### config.mk
export PLATFORM = sky130hd
export DESIGN_NAME = noc_link_tx
export DESIGN_NICKNAME = d
export VERILOG_FILES = /design/src/rtl/noc_pkg.sv /design/src/rtl/noc_sync_fifo.sv /design/src/rtl/noc_link_tx.sv
export SDC_FILE = /design/constraint.sdc
export NUM_CORES = 1
export LEC_CHECK = 0
export BUFFER_PORTS_ARGS = -buffer_cell sky130_fd_sc_hd__buf_2
export CAP_MARGIN = 40
export CORE_MARGIN = 2
export CORE_UTILIZATION = 46
export CTS_CLUSTER_DIAMETER = 80
export DETAILED_ROUTE_END_ITERATION = 10
export GPL_ROUTABILITY_DRIVEN = 0
export PLACE_DENSITY = 0.72
export SYNTH_ARGS = -nofsm -noshare
export SYNTH_HDL_FRONTEND = slang
export SYNTH_SLANG_ARGS = --single-unit
export TNS_END_PERCENT = 50
### constraint.sdc
create_clock -name clk -period 7.75 [get_ports clk]
set_input_delay 1.55 -clock clk [delete_from_list [all_inputs] [get_ports clk]]
set_output_delay 1.55 -clock clk [all_outputs]
set_load 0.02 [all_outputs]
### src/rtl/noc_pkg.sv
// Shared NoC definitions: flit type encodings and the output-link framing states.
// Used by the link transmitter, the input buffers and the routing logic.
package noc_pkg;

  typedef enum logic [1:0] {
    FLIT_BODY     = 2'b00,
    FLIT_HEAD     = 2'b01,
    FLIT_TAIL     = 2'b10,
    FLIT_HEADTAIL = 2'b11
  } flit_type_e;

  typedef enum logic {
    TX_IDLE = 1'b0,
    TX_PKT  = 1'b1
  } tx_state_e;

  // TAIL and HEADTAIL both close a packet; they share the upper type bit.
  function automatic logic is_pkt_end(input logic [1:0] flit_type);
    return flit_type[1];
  endfunction

endpackage

### src/rtl/noc_sync_fifo.sv
// Single-clock circular FIFO with occupancy count. Push while full and pop while
// empty are ignored, so callers may pass unqualified requests.
module noc_sync_fifo #(
  parameter int W     = 32,
  parameter int DEPTH = 4
) (
  input  logic                     clk,
  input  logic                     rst,
  input  logic                     push,
  input  logic                     pop,
  input  logic [W-1:0]             din,
  output logic [W-1:0]             dout,
  output logic                     full,
  output logic                     empty,
  output logic [$clog2(DEPTH):0]   occ
);

  localparam int AW = $clog2(DEPTH);
  localparam logic [AW:0] DEPTH_OCC = (AW+1)'(DEPTH);

  logic [W-1:0]  mem_q [DEPTH];
  logic [AW-1:0] rd_ptr_q, rd_ptr_d;
  logic [AW-1:0] wr_ptr_q, wr_ptr_d;
  logic [AW:0]   occ_q, occ_d;
  logic          push_ok;
  logic          pop_ok;

  assign full    = (occ_q == DEPTH_OCC);
  assign empty   = (occ_q == '0);
  assign occ     = occ_q;
  assign dout    = mem_q[rd_ptr_q];
  assign push_ok = push & ~full;
  assign pop_ok  = pop & ~empty;

  // Pointers are exactly AW bits wide, so a power-of-two depth wraps for free.
  always_comb begin
    rd_ptr_d = rd_ptr_q;
    wr_ptr_d = wr_ptr_q;
    occ_d    = occ_q;
    if (push_ok) wr_ptr_d = wr_ptr_q + AW'(1);
    if (pop_ok)  rd_ptr_d = rd_ptr_q + AW'(1);
    case ({push_ok, pop_ok})
      2'b10:   occ_d = occ_q + (AW+1)'(1);
      2'b01:   occ_d = occ_q - (AW+1)'(1);
      default: occ_d = occ_q;
    endcase
  end

  always_ff @(posedge clk) begin
    if (rst) begin
      rd_ptr_q <= '0;
      wr_ptr_q <= '0;
      occ_q    <= '0;
    end else begin
      rd_ptr_q <= rd_ptr_d;
      wr_ptr_q <= wr_ptr_d;
      occ_q    <= occ_d;
    end
  end

  // Storage is deliberately not reset; readers mask dout while empty.
  always_ff @(posedge clk) begin
    if (push_ok) mem_q[wr_ptr_q] <= din;
  end

endmodule

### src/rtl/noc_link_tx.sv
// Router output-link transmitter: buffers granted flits, drives them over a
// valid/ready link, polices head/body/tail framing and counts sent packets.
module noc_link_tx
  import noc_pkg::*;
#(
  parameter int DATA_W = 32,
  parameter int DEPTH  = 4,
  parameter int CNT_W  = 16
) (
  input  logic                    clk,
  input  logic                    rst,
  input  logic                    wr_en,
  input  logic [1:0]              wr_type,
  input  logic [DATA_W-1:0]       wr_data,
  output logic                    ready_out,
  output logic                    tx_valid,
  output logic [1:0]              tx_type,
  output logic [DATA_W-1:0]       tx_data,
  input  logic                    tx_ready,
  output logic                    pkt_sent,
  output logic [CNT_W-1:0]        pkt_count,
  output logic                    err_overflow,
  output logic                    err_framing,
  output logic                    dbg_state,
  output logic [$clog2(DEPTH):0]  dbg_occ
);

  // Link handshake: a flit transfers on a rising edge where tx_valid & tx_ready.
  // tx_valid never depends on tx_ready, and tx_type/tx_data stay stable while stalled.

  tx_state_e           state_q, state_d;
  logic                err_overflow_q, err_framing_q;
  logic                pkt_sent_q;
  logic [CNT_W-1:0]    pkt_count_q;
  logic                frame_ok;
  logic                frame_err;
  logic                accept;
  logic                send;
  logic                fifo_full;
  logic                fifo_empty;
  logic [DATA_W+1:0]   fifo_dout;

  noc_sync_fifo #(
    .W     (DATA_W + 2),
    .DEPTH (DEPTH)
  ) u_fifo (
    .clk   (clk),
    .rst   (rst),
    .push  (accept),
    .pop   (send),
    .din   ({wr_type, wr_data}),
    .dout  (fifo_dout),
    .full  (fifo_full),
    .empty (fifo_empty),
    .occ   (dbg_occ)
  );

  // ready_out comes straight from the registered occupancy; a send in the same
  // cycle does not make room for a write.
  assign ready_out = ~fifo_full;
  assign tx_valid  = ~fifo_empty;
  assign {tx_type, tx_data} = tx_valid ? fifo_dout : '0;

  assign accept = wr_en & ready_out & frame_ok;
  assign send   = tx_valid & tx_ready;

  // Framing only looks at writes that the buffer could take; refused writes
  // leave the state alone.
  always_comb begin
    state_d   = state_q;
    frame_ok  = 1'b1;
    frame_err = 1'b0;
    if (wr_en && ready_out) begin
      case (state_q)
        TX_IDLE: begin
          case (flit_type_e'(wr_type))
            FLIT_HEAD:     state_d = TX_PKT;
            FLIT_HEADTAIL: state_d = TX_IDLE;
            default: begin
              frame_ok  = 1'b0;
              frame_err = 1'b1;
            end
          endcase
        end
        TX_PKT: begin
          case (flit_type_e'(wr_type))
            FLIT_BODY:     state_d = TX_PKT;
            FLIT_TAIL:     state_d = TX_IDLE;
            FLIT_HEAD:     frame_err = 1'b1;
            FLIT_HEADTAIL: begin
              frame_err = 1'b1;
              state_d   = TX_IDLE;
            end
            default:       state_d = TX_PKT;
          endcase
        end
        default: state_d = TX_IDLE;
      endcase
    end
  end

  always_ff @(posedge clk) begin
    if (rst) begin
      state_q        <= TX_IDLE;
      err_overflow_q <= 1'b0;
      err_framing_q  <= 1'b0;
      pkt_sent_q     <= 1'b0;
      pkt_count_q    <= '0;
    end else begin
      state_q        <= state_d;
      err_overflow_q <= err_overflow_q | (wr_en & ~ready_out);
      err_framing_q  <= err_framing_q | frame_err;
      pkt_sent_q     <= send & is_pkt_end(tx_type);
      if (send && is_pkt_end(tx_type)) pkt_count_q <= pkt_count_q + CNT_W'(1);
    end
  end

  assign pkt_sent     = pkt_sent_q;
  assign pkt_count    = pkt_count_q;
  assign err_overflow = err_overflow_q;
  assign err_framing  = err_framing_q;
  assign dbg_state    = state_q;

endmodule

==> qor.txt <==
outcome - finished clean
synth warn - 0
Cell Area, Synth - 0.00647 mm²
Iter 0 DRT Violations - 282
setup TNS - 0 ps
# IOs - 97
maximum VDD drop - 0.181 mV
cells resized by post-CTS repair - 0
hold path depth - 2
largest net degree at the start of global routing - 36
startpoint types - flip-flop
vias in the first global route - 3,648
Worst-path clk slew - 60 ps
first-pass GRT wire length - 18.5 mm
DRT Wirelength - 11.8 mm
critical path type - reg2out
Post-Syn Nets - 413
Die Y - 123 µm
RSZ-0062 raised after global routing - false
HPWL Detailed - 7.72 mm
Peak Freq - 244 MHz
port buffer count - 96
peak fanout along the critical path - 18
Die ar. - 0.0150 mm²
min Tclk post-route - 4100 ps
commonest non-fill, non-tap cell in the layout - edfxtp_1
fill count - 1,095
NumNets Final - 519
CTS buffer count - 17
Mapped Cells - 367
1st-pass router iterations - 6
Wirelength per Cell - 17.7 µm
routed vias - 3,527
Arr. time, crit path - 2550 ps
Vias/cell - 5.29
CTS sink cnt - 165
Slew Limit Headroom - 0.497
remaining antenna violation count - 0
layout cells sized above 1 - 0.352
Final Cycle Share - 0.529
Total GRT Usage - 0.169
final core utilization - 0.560
Post CTS Setup Buffer Count - 0
Clock Path Buffers - 2
antenna violations before repair - 1
core footprint - 0.0138 mm²
hold_buf cts - 0
register bit total from synthesis - 165
Final Hold Fails - 0
die width - 123 µm
number of max-cap violations - 0
Initial Util - 0.468
Worst-Skew Late Latency - 410 ps
DR DRC count - 0
Slew Viols, Final - 0
Area Overhead vs Synth - 19.7%
Synth Area per Inst - 17.6 µm²
Hold Path Class - reg2reg
Worst EP required - 6200 ps
flop2flop setup slack - 5090 ps
std cell rows - 43
CTS tree - yes
Final Skew - 7.59 ps
Synth cell types - 36
Pleak - 2.73 nW
sequential area share after synthesis - 0.721
most frequent cells in the layout - edfxtp_1 (136), buf_2 (96), nor2b_1 (36)
worst reg2reg path depth - 9
total grt overflow - 0
PD cells - 321 mW/mm²
CP endpoint kind - primary output
H-tree levels - 4
worst slew pin tran - 753 ps
Setup Viol. Count Final - 0
CTS root buffer - clkbuf_16
-- worst max-delay path, cell delays in order, from the launching register on --
cell     delay (ps)
dfxtp_2         740
buf_4           460
mux4_2          570
nor2b_1         170
buf_2           180
-- Yosys cell counts, drive strengths merged --
master / n / area [µm²]
o21ai: 2 / 10.0
ha: 7 / 87.6
or4: 6 / 45.0
nor2b: 36 / 225
and2: 6 / 37.5
and4: 2 / 17.5
inv: 13 / 48.8
mux2: 1 / 11.3
xor2: 10 / 87.6
or3: 2 / 12.5
and3: 2 / 12.5
nand3: 6 / 35.0
buf: 9 / 50.1
clkbuf: 7 / 27.5
fa: 1 / 20.0
mux2i: 1 / 10.0
o31ai: 6 / 45.0
edfxtp: 136 / 4080
a21oi: 13 / 65.1
mux4: 34 / 766
nor4: 1 / 6.26
a211oi: 1 / 7.51
nor3: 1 / 5.00
nand2: 6 / 25.0
xnor2: 2 / 17.5
o31a: 1 / 8.76
nand4: 5 / 31.3
nor3b: 2 / 15.0
dfxtp: 29 / 581
nor2: 19 / 71.3
-- stage by stage --
| stage | setup WS [ps] | hold WS, ps | area [µm²] | std cells | total power (W) |
|---|---|---|---|---|---|
| after floorplan | 4170 | 485 | 6470 | 367 | 0.00157 |
| after global placement | 3970 | 449 | 7120 | 629 | 0.00177 |
| after detailed placement | 3950 | 461 | 7230 | 634 | 0.00180 |
| after CTS | 3540 | 482 | 7740 | 666 | 0.00252 |
| after global routing | 3460 | 509 | 7740 | 666 | 0.00260 |
| final | 3650 | 481 | 7740 | 667 | 0.00248 |
-- flip-flops by register name, indices dropped and copies added, names as in the netlist, named ones only --
name / count
dbg_state: 1
err_framing: 1
err_overflow: 1
pkt_count: 16
pkt_sent: 1
u_fifo.mem_q: 136
u_fifo.occ: 3
u_fifo.rd_ptr_q: 2
u_fifo.wr_ptr_q: 2
-- metal layers --
layer | vias up | routed length (µm) | part of all wire | track usage
met5 | - | 0 | 0 | 0
met4 | 0 | 189 | 0.016 | 0.0675
met3 | 19 | 772 | 0.065 | 0.0613
met2 | 104 | 5900 | 0.50 | 0.280
met1 | 1779 | 4960 | 0.42 | 0.201
li1 | 1625 | - | - | -
-- layout make-up --
| class | instances | area, µm² | area share |
|---|---|---|---|
| diodes | 1 | 2.50 | 0.000323 |
| well taps | 180 | 225 | 0.0291 |
| inverters | 13 | 48.8 | 0.00630 |
| clock inverters | 7 | 32.5 | 0.00420 |
| multi-input cells | 173 | 1690 | 0.218 |
| repair buffers | 103 | 603 | 0.0779 |
| clock buffers | 25 | 475 | 0.0614 |
| flip-flops and latches | 165 | 4670 | 0.603 |
-- cell families after synthesis --
group | Yosys count | share of synthesized area
buffers and inverters | 29 | 0.0195
adders and majority gates | 8 | 0.0166
xor gates and xnor gates | 12 | 0.0163
and+or+nand+nor | 94 | 0.0834
DFF | 165 | 0.721
AOI/OAI and AO/OA | 23 | 0.0211
muxes | 36 | 0.122
-- worst paths after layout --
kind | from | endpoint
setup reg to reg | u_fifo.occ[2] | u_fifo.occ[2]
setup / recovery | flip-flop | tx_data[30]
hold reg to reg | err_framing | err_framing
hold / removal | err_framing | err_framing
-- power breakdown --
group / switching, W / total, W / internal [W]
clock: 0.000300 / 0.000721 / 0.000421
combinational: 0.000402 / 0.000692 / 0.000290
sequential: 0.0000518 / 0.00107 / 0.00102
total: 0.000754 / 0.00248 / 0.00173
(Power assumes the default switching activity.)
